===== src/rtl/ps2_pkg.sv =====
// Shared PS/2 definitions for the host transmitter and the existing receiver:
// transmitter state encoding, frame length, default timing constants.
package ps2_pkg;

  localparam int FRAME_BITS      = 10;
  localparam int INHIBIT_CYC_DEF = 6000;
  localparam int TIMEOUT_CYC_DEF = 1000000;
  localparam int FILT_LEN_DEF    = 4;

  typedef enum logic [2:0] {
    ST_IDLE      = 3'd0,
    ST_INHIBIT   = 3'd1,
    ST_REQ       = 3'd2,
    ST_SHIFT     = 3'd3,
    ST_ACK       = 3'd4,
    ST_WAIT_IDLE = 3'd5,
    ST_FAIL      = 3'd6
  } ps2_tx_state_e;

  // Host frame after the start bit, LSB first: data[7:0], odd parity, stop.
  function automatic logic [FRAME_BITS-1:0] ps2_frame(input logic [7:0] data);
    return {1'b1, ~^data, data};
  endfunction

endpackage


===== src/rtl/ps2_line_filt.sv =====
// One PS/2 line: 2-FF synchronizer, FILT_LEN-sample agreement filter and a
// one-cycle strobe on filtered 1->0. Idle level after reset is high.
module ps2_line_filt
  import ps2_pkg::*;
#(
  parameter int FILT_LEN = FILT_LEN_DEF
) (
  input  logic clk,
  input  logic rst_n,
  input  logic line_i,
  output logic filt_o,
  output logic fall_o
);

  localparam int CW = $clog2(FILT_LEN + 1);
  localparam logic [CW-1:0] CNT_LAST = CW'(FILT_LEN - 1);

  logic          sync1_q, sync2_q, filt_q, fall_q;
  logic [CW-1:0] cnt_q;

  always_ff @(posedge clk or negedge rst_n) begin
    if (!rst_n) begin
      sync1_q <= 1'b1;
      sync2_q <= 1'b1;
      filt_q  <= 1'b1;
      fall_q  <= 1'b0;
      cnt_q   <= '0;
    end else begin
      sync1_q <= line_i;
      sync2_q <= sync1_q;
      fall_q  <= 1'b0;
      // Any sample agreeing with the current filtered value restarts the run.
      if (sync2_q == filt_q) begin
        cnt_q <= '0;
      end else if (cnt_q == CNT_LAST) begin
        filt_q <= sync2_q;
        fall_q <= ~sync2_q;
        cnt_q  <= '0;
      end else begin
        cnt_q <= cnt_q + 1'b1;
      end
    end
  end

  assign filt_o = filt_q;
  assign fall_o = fall_q;

endmodule


===== src/rtl/ps2_tx.sv =====
// PS/2 host-to-device command transmitter (inhibit, start, 10 device-clocked
// bits, ack). Define PS2_TX_RETRY_EN to retry once before reporting err.
module ps2_tx
  import ps2_pkg::*;
#(
  parameter int INHIBIT_CYC = INHIBIT_CYC_DEF,
  parameter int TIMEOUT_CYC = TIMEOUT_CYC_DEF,
  parameter int FILT_LEN    = FILT_LEN_DEF
) (
  input  logic       clk,
  input  logic       rst_n,
  input  logic [7:0] tx_data,
  input  logic       tx_valid,
  output logic       tx_ready,
  output logic       busy,
  output logic       done,
  output logic       err,
  input  logic       ps2_clk_in,
  input  logic       ps2_data_in,
  output logic       ps2_clk_oe,
  output logic       ps2_data_oe,
  output logic [2:0] state_dbg
);

  localparam int IW = $clog2(INHIBIT_CYC + 1);
  localparam int TW = $clog2(TIMEOUT_CYC + 1);
  localparam logic [IW-1:0] INH_LAST = IW'(INHIBIT_CYC - 1);
  localparam logic [TW-1:0] TO_LAST  = TW'(TIMEOUT_CYC - 1);
  localparam logic [3:0]    BIT_LAST = 4'(FRAME_BITS - 1);

  ps2_tx_state_e         state_q, state_d;
  logic [FRAME_BITS-1:0] frame_q, frame_d;
  logic [3:0]            bit_cnt_q, bit_cnt_d;
  logic [IW-1:0]         inh_cnt_q, inh_cnt_d;
  logic [TW-1:0]         to_cnt_q, to_cnt_d;
  logic                  bit_oe_q, bit_oe_d;
`ifdef PS2_TX_RETRY_EN
  logic                  retry_q, retry_d;
`endif

  logic clk_filt, clk_fall, data_filt, data_fall_unused, timed_out;

  ps2_line_filt #(.FILT_LEN(FILT_LEN)) u_clk_filt (
    .clk(clk), .rst_n(rst_n), .line_i(ps2_clk_in), .filt_o(clk_filt), .fall_o(clk_fall)
  );

  ps2_line_filt #(.FILT_LEN(FILT_LEN)) u_data_filt (
    .clk(clk), .rst_n(rst_n), .line_i(ps2_data_in), .filt_o(data_filt), .fall_o(data_fall_unused)
  );

  // Handshake: tx_data is taken when tx_valid && tx_ready (IDLE only); there
  // is no queue, so tx_valid while busy is dropped.
  assign tx_ready    = (state_q == ST_IDLE);
  assign busy        = ~tx_ready;
  assign ps2_clk_oe  = (state_q == ST_INHIBIT);
  assign ps2_data_oe = ((state_q == ST_INHIBIT) && (inh_cnt_q == INH_LAST)) ||
                       (state_q == ST_REQ) || ((state_q == ST_SHIFT) && bit_oe_q);
  assign state_dbg   = state_q;
  assign timed_out   = (to_cnt_q == TO_LAST);

  always_comb begin
    state_d   = state_q;
    frame_d   = frame_q;
    bit_cnt_d = bit_cnt_q;
    inh_cnt_d = inh_cnt_q;
    to_cnt_d  = to_cnt_q;
    bit_oe_d  = bit_oe_q;
`ifdef PS2_TX_RETRY_EN
    retry_d   = retry_q;
`endif
    done      = 1'b0;
    err       = 1'b0;
    case (state_q)
      ST_IDLE: begin
        if (tx_valid) begin
          frame_d   = ps2_frame(tx_data);
          bit_cnt_d = '0;
          inh_cnt_d = '0;
`ifdef PS2_TX_RETRY_EN
          retry_d   = 1'b0;
`endif
          state_d   = ST_INHIBIT;
        end
      end
      ST_INHIBIT: begin
        inh_cnt_d = inh_cnt_q + 1'b1;
        if (inh_cnt_q == INH_LAST) begin
          to_cnt_d = '0;
          state_d  = ST_REQ;
        end
      end
      ST_REQ, ST_SHIFT: begin
        to_cnt_d = to_cnt_q + 1'b1;
        if (timed_out) begin
          state_d = ST_FAIL;
        end else if (clk_fall) begin
          bit_oe_d  = ~frame_q[bit_cnt_q];
          bit_cnt_d = bit_cnt_q + 1'b1;
          state_d   = (bit_cnt_q == BIT_LAST) ? ST_ACK : ST_SHIFT;
        end
      end
      ST_ACK: begin
        to_cnt_d = to_cnt_q + 1'b1;
        if (timed_out)     state_d = ST_FAIL;
        else if (clk_fall) state_d = data_filt ? ST_FAIL : ST_WAIT_IDLE;
      end
      ST_WAIT_IDLE: begin
        to_cnt_d = to_cnt_q + 1'b1;
        if (timed_out) begin
          state_d = ST_FAIL;
        end else if (clk_filt && data_filt) begin
          done    = 1'b1;
          state_d = ST_IDLE;
        end
      end
      ST_FAIL: begin
`ifdef PS2_TX_RETRY_EN
        if (!retry_q) begin
          retry_d   = 1'b1;
          inh_cnt_d = '0;
          bit_cnt_d = '0;
          state_d   = ST_INHIBIT;
        end else begin
          err     = 1'b1;
          state_d = ST_IDLE;
        end
`else
        err     = 1'b1;
        state_d = ST_IDLE;
`endif
      end
      default: state_d = ST_IDLE;
    endcase
  end

  always_ff @(posedge clk or negedge rst_n) begin
    if (!rst_n) begin
      state_q   <= ST_IDLE;
      frame_q   <= '0;
      bit_cnt_q <= '0;
      inh_cnt_q <= '0;
      to_cnt_q  <= '0;
      bit_oe_q  <= 1'b0;
`ifdef PS2_TX_RETRY_EN
      retry_q   <= 1'b0;
`endif
    end else begin
      state_q   <= state_d;
      frame_q   <= frame_d;
      bit_cnt_q <= bit_cnt_d;
      inh_cnt_q <= inh_cnt_d;
      to_cnt_q  <= to_cnt_d;
      bit_oe_q  <= bit_oe_d;
`ifdef PS2_TX_RETRY_EN
      retry_q   <= retry_d;
`endif
    end
  end

endmodule

===== config.mk =====
export PLATFORM = sky130hd
export DESIGN_NAME = ps2_tx
export DESIGN_NICKNAME = d
export VERILOG_FILES = /design/src/rtl/ps2_pkg.sv /design/src/rtl/ps2_line_filt.sv /design/src/rtl/ps2_tx.sv
export SDC_FILE = /design/constraint.sdc
export NUM_CORES = 1
export LEC_CHECK = 0
export ABC_AREA = 0
export CORE_MARGIN = 4
export CORE_UTILIZATION = 64
export DETAILED_ROUTE_END_ITERATION = 7
export GPL_ROUTABILITY_DRIVEN = 0
export GPL_TIMING_DRIVEN = 0
export PLACE_DENSITY = 0.95
export SLEW_MARGIN = 20
export SYNTH_ARGS = -nofsm -noshare
export SYNTH_HDL_FRONTEND = slang
export SYNTH_SLANG_ARGS = --single-unit

===== constraint.sdc =====
create_clock -name clk -period 6.2 [get_ports clk]
set_clock_uncertainty 0.05 [all_clocks]
set_input_delay 1.24 -clock clk [delete_from_list [all_inputs] [get_ports clk]]
set_output_delay 1.24 -clock clk [all_outputs]
set_load 0.03 [all_outputs]

### Word level (Yosys, flattened, before mapping)

Cells that the tools add are included.

* word-level logic and storage cells: 98
* register bits: 64
* bits of input ports: 13
* output and inout bits: 9

* add/sub/neg operators: 5
* equal/unequal tests: 20
* reductions and logical operators: 20
* bitwise operators: 6
* muxes and demuxes: 31
* $lt $le $gt $ge: 1

Operators by type and width (count)
* 20-bit case mux with 2 select lines: 1
* 3-bit two-way mux: 13
* 13-bit case mux with 2 select lines: 1
* 20-bit by 1-bit adder with 20-bit output (second input constant): 1
* 20-bit == test (second input constant): 1
* 20-bit two-way mux: 1
* 3-bit case mux with 5 select lines: 1
* 13-bit by 1-bit adder with 13-bit output (second input constant): 1
* 13-bit == test (second input constant): 1
* 13-bit two-way mux: 1
* 3-bit by 2-bit == test with 1-bit output (second input constant): 4
* 4-bit two-way mux: 3
* 2-bit AND reduction: 5
* 3-bit == test (second input constant): 3
* 4-bit case mux with 2 select lines: 1
* 8-bit XNOR reduction: 1
* 1-bit two-way mux: 7
* 3-bit by 1-bit adder with 3-bit output (second input constant): 2
* 3-bit by 2-bit != test with 1-bit output (second input constant): 2
* 1-bit NOT: 6
* 2-bit nonzero test: 3
* 4-bit by 5-bit less-than comparator with 1-bit output (second input constant): 1
* 5-bit AND reduction: 1
* 4-bit by 1-bit adder with 4-bit output (second input constant): 1
* other kinds (15): 21

### Logic depth before layout (Yosys ltp)

Gate-level depths: netlist (run 1).

* word-level depth: 5
* gate-level depth with buffers: 9
* gate-level depth less buffers: 7

### Hierarchy

A second synthesis (run 1) with hierarchy kept.

* cell total of the unflattened synthesis: 337
* area total of the unflattened synthesis: 3507.1 um^2

Modules (own cells, without submodules)
* ps2_tx: area an instance 2976.6 um^2, cells an instance 307, seq. area each 1276.2 um^2, times used 1
* ps2_line_filt: area an instance 265.3 um^2, cells an instance 15, seq. area each 178.9 um^2, times used 2

### Least setup slack after synthesis (run 1)

No wires, ideal clock.

* path type: register to output
* start: register state_q[1] (netlist: state_dbg[1])
* end: output ps2_data_oe
* arrival time: 1.894 ns
* path buffers: 3
* stages on the path, launching flop included: 9
* setup slack: 3.016 ns
* path through: dfrtp_1 > or3b_1 > buf_6 > clkinv_4 > buf_12 > nand2_4 > nor3_4 > buf_6 > a21o_1

* longest elaborated chain between the ends: 4
* elaborated cells on any way between the ends: 7
* those cells by class: 3 x eq/ne; 4 x reduce/logical

RTL lines
* from (decl): RTL line ps2_tx.sv:31 `ps2_tx_state_e state_q, state_d;`
* from (signal assigned): RTL line ps2_tx.sv:148 `state_q <= state_d;`
* 3-bit by 1-bit == test with 1-bit output: RTL line ps2_tx.sv:56 `assign ps2_data_oe = ((state_q == ST_INHIBIT) && (inh_cnt_q == INH_LAST)) ||`
* 1-bit logical AND: RTL line ps2_tx.sv:56
* 1-bit logical OR: RTL line ps2_tx.sv:56
* 1-bit logical OR *: RTL line ps2_tx.sv:57 `(state_q == ST_REQ) || ((state_q == ST_SHIFT) && bit_oe_q);`
* to (decl): RTL line ps2_tx.sv:21 `output logic ps2_data_oe,`

Every way passes the cells marked *; elsewhere a longest branch is shown, timed or not.

### Worst setup path in the final report (run 1)

Same ends and word-level chain as after synthesis.

==> results list, run 1 <==
- Critical Path Most Common Cell: buf_6
* Number of buffers and inverters on the critical path: 5
* Buffer cell driving the clock tree root: clkbuf_8
* Pint: around 960 uW
* Sw frac: 36.11%
- The worst path needs 4.145 ns of the cycle, external delays included.
- For the final routed database, the setup TNS stands at 0 ns.
- Number of resized instances in the post-cts repair step: 0
- For this run, the number of Yosys warnings is 0.
- In this run the vertical extent of the chip is about 80 microns.
- For the pin with the worst max-slew slack, the measured transition is roughly 0.68 ns.
- Combinational fraction of design power: around a third
- In this run the worst setup path terminates at ps2_data_oe.
- Of the available clock period, the critical path in the final layout requires roughly two thirds.
* Count of distinct cell types in the synthesized netlist: 57
- Critical path startpoint: state_dbg[1]
- The worst pin sits at a relative slew slack of about 54%.
- The worst register-to-register path has a setup slack of between 3 and 4 ns.
* Num CTS Buffers: 9
- The clock net in this run drives a total of 64 sinks.
* Crit. End Element: output port
- Antenna violations before repair: 0
- Final antenna-violating net count: 0
- Mapped Nets: roughly 350
- In this design, the stage delay of the slowest critical-path cell is approximately 0.68 ns.
* Worst Reg2Reg Path Length in Cells: 9
* Total grt overflow: 0
- Of all nets on the critical path, the largest fanout is 10.
- Via total after detailed routing: roughly 2600
- After synthesis the netlist holds a flip-flop and latch count of 64.
- Worst voltage drop across the vdd grid: 233.4 uV
- Post-CTS setup repair buffer count: 0
* Wire length of the first global-routing pass: ~13000 microns
- Entering global routing, the biggest net connects 42 pins.
- The worst register-to-register path ends at to_cnt_q[5].
- Synthesized instance count: roughly 330
- P_leak: between 1.5 and 2 nW
- For this run, asynchronously set or reset flops after synthesis account for between 90% and 100%.
- Hold timing on the final database bottoms out at a slack of between 0.3 and 0.4 ns.
* Number of stages on the worst setup path: 9
* Sequential fraction of design power: a little over two fifths
- The analysis attributes to net switching a power of around 540 uW.
* Path class of the lowest-slack min-delay path: flip-flop to flip-flop
* Layout cells sized above 1: between 15 and 20%
* Part of the Yosys area used for sequential elements: between 40% and 50%
* Number of antenna cells inserted: 0
- Result of the run: finished clean
- Number of buffers added on ports: 21
- Clk slew on worst S/H paths: roughly 0.07 ns
- After detailed routing, the total wire length is slightly above 7000 microns.
- On the critical path, the stage with the largest delay is an instance of clkdlybuf4s50_1.
- Starting density of the core: between 60% and 70%
- CP top delay family: buffers and inverters
- The number of hold violations in the final report was 0.
* Worst skew pair latency: 0.35 ns
- Walking the worst path, the cells encountered are or3b_1 -> buf_6 -> clkinv_4 -> buf_12 -> nand2_4 -> nor3_4 -> buf_6 -> a21o_1 -> clkdlybuf4s50_1.
* Vias in the first global route: 2670
- Mean instance size in the synthesized netlist: about 11 sq um
* Buffer depth of the longest clock path: 2
* Average routed wire per standard cell: approximately 17 microns
- Floorplan die width: approximately 82 microns
* First drt pass iteration count: 4
- In the routed design, unresolved DRC markers number 0.
- In this run, the number of DRC markers left after iteration 0 of detailed routing was between 150 and 200.
- Placed wire-length estimate after detailed placement: roughly 5200 microns
- After clock tree synthesis, the flow added hold-fix buffers numbering 0.
* Fmax: between 200 and 250 MHz
- Vias per Instance: approximately 6.1
- For this run, the leading register cell type out of synthesis is dfrtp_1.
- Setup repair after global routing left no endpoint under its margin.
* Synthesized area: approximately 0.0035 sq mm
- Final count of pins violating max slew: 0
- Global router's overall resource usage: 25.59%
* Part of the total power dissipated in the clock network: between 20% and 30%
* Overall die area: 0.006677 sq mm
- At the worst endpoint, the arrival time is about 2.9 ns.
* Number of standard-cell rows in the floorplan: 26
* Number of enable-type register cells in the synthesized netlist: 0
- Area of the core region: between 0.005 and 0.006 sq mm
- STA classifies the critical path startpoint as a flip-flop.
* Fin nets: 378
* Area grow syn2layout: 14.47%
* Power density cells: ~380 mW/mm^2
* Max-cap violation count: 0
- RR Startpoint: state_dbg[1]
- During I/O placement, the number of pins put on the boundary was 22.
- Data on the critical path is required at its endpoint by roughly 5 ns.
* Start-to-end type of the worst setup path: flip-flop to output port
- The H-tree generated during clock tree synthesis spans 3 levels.
- Setup violations remaining at the end of the flow were counted as 0.
* Clock tree from TritonCTS: yes
routing by layer:
| metal | part of all wire (%) | GRT usage [%] |
|---|---|---|
| met5 | 0 | 0 |
| met4 | 2.2 | 9.136 |
| met3 | 7.0 | 7.456 |
| met2 | 49 | 42.67 |
| met1 | 42 | 31.75 |
flip-flops by register name, indices dropped and copies added (netlist names), 3 cells and up:
signal / count
to_cnt_q: 20
inh_cnt_q: 13
frame_q: 10
bit_cnt_q: 4
state_dbg: 3
u_clk_filt.cnt_q: 3
u_data_filt.cnt_q: 3
area by class of cell:
type / count / area (sq um)
Inverter: 8 / 35.03
Clock buffer: 10 / 127.6
Sequential cell: 64 / 1609
Fill cell: 325 / 1192
Tap cell: 70 / 87.58
Clock inverter: 6 / 60.06
Multi-Input combinational cell: 239 / 1735
Timing Repair Buffer: 22 / 227.7
Buffer: 15 / 97.59
power by group through the flow:
stage	registers, mW	clock network [mW]	logic, mW
2_1_floorplan	0.633	0	0.367
3_3_place_gp	0.642	0	0.469
3_5_place_dp	0.654	0	0.499
4_1_cts	0.649	0.355	0.501
5_1_grt	0.669	0.375	0.557
6_report	0.651	0.347	0.497
kinds of logic after synthesis:
logic type               synth area share, %
multiplexers                           8.168
AND/OR/NAND/NOR                        21.09
adder cells (fa/ha/maj)                2.159
AO/OA/AOI/OAI                          12.95
buffers and inverters                  3.814
XOR/XNOR                               5.542
flip-flops                             46.28
cells in the mapped netlist, types with 2 or more instances:
cell	n	area [sq um]
a31o_2	2	17.52
o211ai_1	3	22.52
nand3b_1	2	15.01
and4_1	3	26.28
nand2_1	31	116.4
a2111oi_2	7	105.1
and2b_1	2	15.01
buf_2	5	25.02
and3b_1	2	17.52
a31oi_1	2	12.51
dfrtp_1	58	1451
a211oi_1	3	22.52
nand3_1	19	95.09
nor2_1	24	90.09
o21ai_0	19	95.09
a2111oi_4	2	55.05
inv_1	7	26.28
buf_6	2	22.52
dfstp_2	6	157.7
ha_1	6	75.07
nor3b_1	3	22.52
clkbuf_1	6	22.52
xor2_1	2	17.52
a21oi_1	6	30.03
xnor2_1	20	175.2
nor4b_1	2	17.52
o2bb2ai_1	2	17.52
nand4_1	9	56.30
mux2_2	14	157.7
and3_1	6	37.54
nand2b_1	5	31.28
nor3_1	4	20.02
mux2i_1	7	70.07
and2_1	3	18.77
o31ai_1	2	15.01
mux4_2	2	45.04
nor2b_1	8	50.05
worst min path at each step:
stage | startpoint | slack, ns | depth (start not counted) | to
finish | u_clk_filt.sync1_q | 0.31 | 0 | u_clk_filt.sync2_q
global route | u_clk_filt.sync1_q | 0.32 | 0 | u_clk_filt.sync2_q
CTS | u_clk_filt.sync1_q | 0.31 | 0 | u_clk_filt.sync2_q
detailed placement | u_clk_filt.sync1_q | 0.30 | 0 | u_clk_filt.sync2_q
global placement | u_data_filt.sync1_q | 0.30 | 0 | u_data_filt.sync2_q
floorplan | u_clk_filt.sync1_q | 0.30 | 0 | u_clk_filt.sync2_q
metrics by stage:
step	utilization, %	cell area, sq um	power (mW)	std cells	setup slack [ns]
2_1_floorplan	-	3477	0.9993	326	3.016
3_3_place_gp	72.98	3775	1.111	417	1.836
3_5_place_dp	73.32	3792	1.154	418	2.434
4_1_cts	76.95	3980	1.505	434	2.025
5_1_grt	76.95	3980	1.601	434	1.924
6_report	76.95	3980	1.495	434	2.055
cell usage in the layout, fill, tap and decap left out, drive strengths merged, types with 5 or more instances in the layout:
cell and instances:
nand2b 5, dfstp 6, nand3 19, a2111oi 9, clkbuf 16, and3 7, nor2b 8, nor2 24
nor3 6, inv 7, xnor2 20, nand4 10, nand2 32, a21oi 6, ha 6, clkdlybuf4s50 20
o21ai 20, dfrtp 58, mux2 15, buf 11, mux2i 7
Power figures use the tool's default switching activity.
==> run 2: changes to the inputs <==
CORE_UTILIZATION = 53   (was 64)
PLACE_DENSITY = 0.86   (was 0.95)
clock period = 3.7 ns   (was 6.2 ns; I/O delays follow)
==> results list, run 2 (same netlist as run 1, synthesis figures left out) <==
- Result of the run: finished clean
- Across the run, the number of max-cap violations was 0.
- Post-CTS setup repair buffer count: 0
* Floorplan die width: between 80 and 90 microns
* Share of the cycle needed by the critical path after routing: around nine tenths
- For the worst flop-to-flop path, the logic depth is 9.
- Signal arrival time at the worst endpoint: about 2.5 ns
- Dividing the detail-routed wire length by the instance count gives approximately 15 microns.
* Num CTS Buffers: 9
- For this run, the share of the core covered by cells in the final layout is between 60% and 70%.
- Slew HR: between 50% and 60%
- On the critical path, the stage with the largest delay is an instance of clkdlybuf4s50_1.
* Global router's overall resource usage: a little under a fifth
- The worst setup path is launched from a flip-flop.
- Required @ worst endpoint: 2.91 ns
* Via total after detailed routing: around 2600
* P_leak: between 1.5 and 2 nW
- In this run the number of cells on the critical path is 6.
- Overall die area: approximately 0.008 sq mm
- Number of antenna cells inserted: 0
- Sequential fraction of design power: 42.4%
- The critical path goes through or3b_1 -> buf_6 -> clkinv_4 -> buf_12 -> buf_2 -> clkdlybuf4s50_1.
- Setup violations remaining at the end of the flow were counted as 0.
- Maximum number of pins on one net before global-route repair: 34
- Num Clock Sinks: 64
- In this run the deepest clock path goes through 2 buffers.
- The finished layout holds about 440 standard cells, fillers aside.
- The max-slew violation total from the final report was 0.
* Most common cell after layout, fill and taps aside: dfrtp_1
- Layout cells sized above 1: between 10% and 20%
- Final antenna-violating net count: 0
- Largest incremental delay on the critical path: between 0.7 and 0.8 ns
- Clock latency on the worst-skew pair, taken at its later pin, is approximately 0.34 ns.
* Instance area after placement: ~0.0038 sq mm
- Across the VDD grid, the largest voltage drop is 403.6 uV.
- Final min period: between 3 and 4 ns
- The worst register-to-register path begins at state_dbg[1].
- CP top delay family: buffers and inverters
- Clock tree from TritonCTS: yes
* Vias in the first global route: roughly 2600
* Fin. Hold Viols: 0
- Across all hold checks on the routed design, the worst slack comes to about 0.28 ns.
* Path class of the lowest-slack min-delay path: primary input to async pin
- Flip-flop count of the largest register after layout: 20
* Pint: approximately 1.7 mW
- The number of placed instances, taps included, is 425.
- Io pins: 22
- In this run the critical register-to-register path is captured at to_cnt_q[16].
* Wire length of the first global-routing pass: roughly 12000 microns
- In this run the tool buffered the top-level ports with 21 buffer cells.
- Wires add up to around 6700 microns.
- Power density cells: between 600 and 700 mW/mm^2
- Relative to the synthesized area, the layout overhead comes to 15.65%.
* First drt pass iteration count: 4
* Starting density of the core: between 50% and 60%
- Number of buffers and inverters on the critical path: 5
* Antenna violations before repair: 0
* Commonest cells after routing, fill and taps aside: 58 x dfrtp_1, 31 x nand2_1, 24 x nor2_1
* Sw frac: about a third
- In the routed design, unresolved DRC markers number 0.
- Counting flops per register, the top entry is to_cnt_q.
- Reg-to-reg slack, setup: 1.45 ns
- Crit. End Element: output port
- The HPWL after detailed placement is 4798 microns.
- Part of the total power dissipated in the clock network: between 20% and 30%
- At the end of the flow, the number of nets in the layout was 378.
* Total power: 2.552 mW
- For the pin with the worst max-slew slack, the measured transition is slightly below 0.7 ns.
* Violation count after the first detailed-route iteration: 150
- Post-route cell area: between 0.004 and 0.005 sq mm
- CTS placed an instance of clkbuf_8 at the clock tree root.
* Post-CTS Hold Fix Bufs: 0
- Per report_power, the combinational group accounts for between 30% and 40% of the total.
* Htree depth: 3
- Number of standard-cell rows in the floorplan: 29
- Area of the core region: about 0.0063 sq mm
- The worst setup path is of the flip-flop to output port kind.
- For this design the total switching power over the nets is ~880 uW.
- Highest fanout seen on the critical path: 10
- Total grt overflow: 0
- Setup repair after global routing left no endpoint under its margin.
- In the final layout, the registers with the most flip-flops are to_cnt_q: 20 flops, inh_cnt_q: 13 flops, frame_q: 10 flops.
* Vias per Instance: 5.916
* Fmax: 304.2 MHz
- Clk slew on worst S/H paths: around 0.070 ns
* Height of the die: about 89 microns
==> run 2: repair_timing <==
| item | in CTS | in global routing |
|---|---|---|
| gates resized for setup | 0 | 1 |
| endpoints found under the setup margin | 0 | 1 |
| endpoints found under the hold margin | 0 | 0 |
==> run 2: cell type report <==
cell class              instances  area, sq um
plain buffers                  15        97.59
clock buffers                  14        182.7
clock inverters                 2        35.03
fillers                       478         2328
inverters                       8        35.03
multi-input cells             239         1735
flip-flops and latches         64         1609
well taps                      77        96.34
repair buffers                 22        230.2
==> run 2: routing by layer <==
| layer | vias up | GRT usage [%] | routed length [microns] |
|---|---|---|---|
| li1 | 1244 | - | - |
| met4 | 0 | 7.578 | 124 |
| met3 | 11 | 5.530 | 374 |
| met2 | 57 | 30.23 | 3183 |
| met5 | - | 0 | 0 |
| met1 | 1297 | 24.88 | 3009 |
==> run 2: worst max-delay path by stage <==
stage,startpoint,end,slack [ns]
detailed placement,state_dbg[1],ps2_data_oe,0.42
global route,to_cnt_q[10],done,0.29
finish,state_dbg[1],ps2_clk_oe,0.41
CTS,state_dbg[1],ps2_data_oe,0.03
global placement,rst_n,u_clk_filt.fall_o,-0.21
floorplan,state_dbg[1],ps2_data_oe,1.02
==> run 2: power groups by stage <==
stage / sequential (mW) / clock [mW] / combinational (mW)
6_report: 1.08 / 0.641 / 0.828
5_1_grt: 1.11 / 0.688 / 0.929
4_1_cts: 1.08 / 0.654 / 0.836
3_5_place_dp: 1.09 / 0 / 0.829
3_3_place_gp: 1.08 / 0 / 0.789
2_1_floorplan: 1.06 / 0 / 0.615
==> run 2: per-stage QoR <==
step / TNS (ns) / setup slack, ns
finish: 0 / 0.4130
global route: 0 / 0.2897
CTS: 0 / 0.02984
detailed placement: 0 / 0.4157
floorplan: 0 / 1.016
global placement: -11.99 / -0.2104
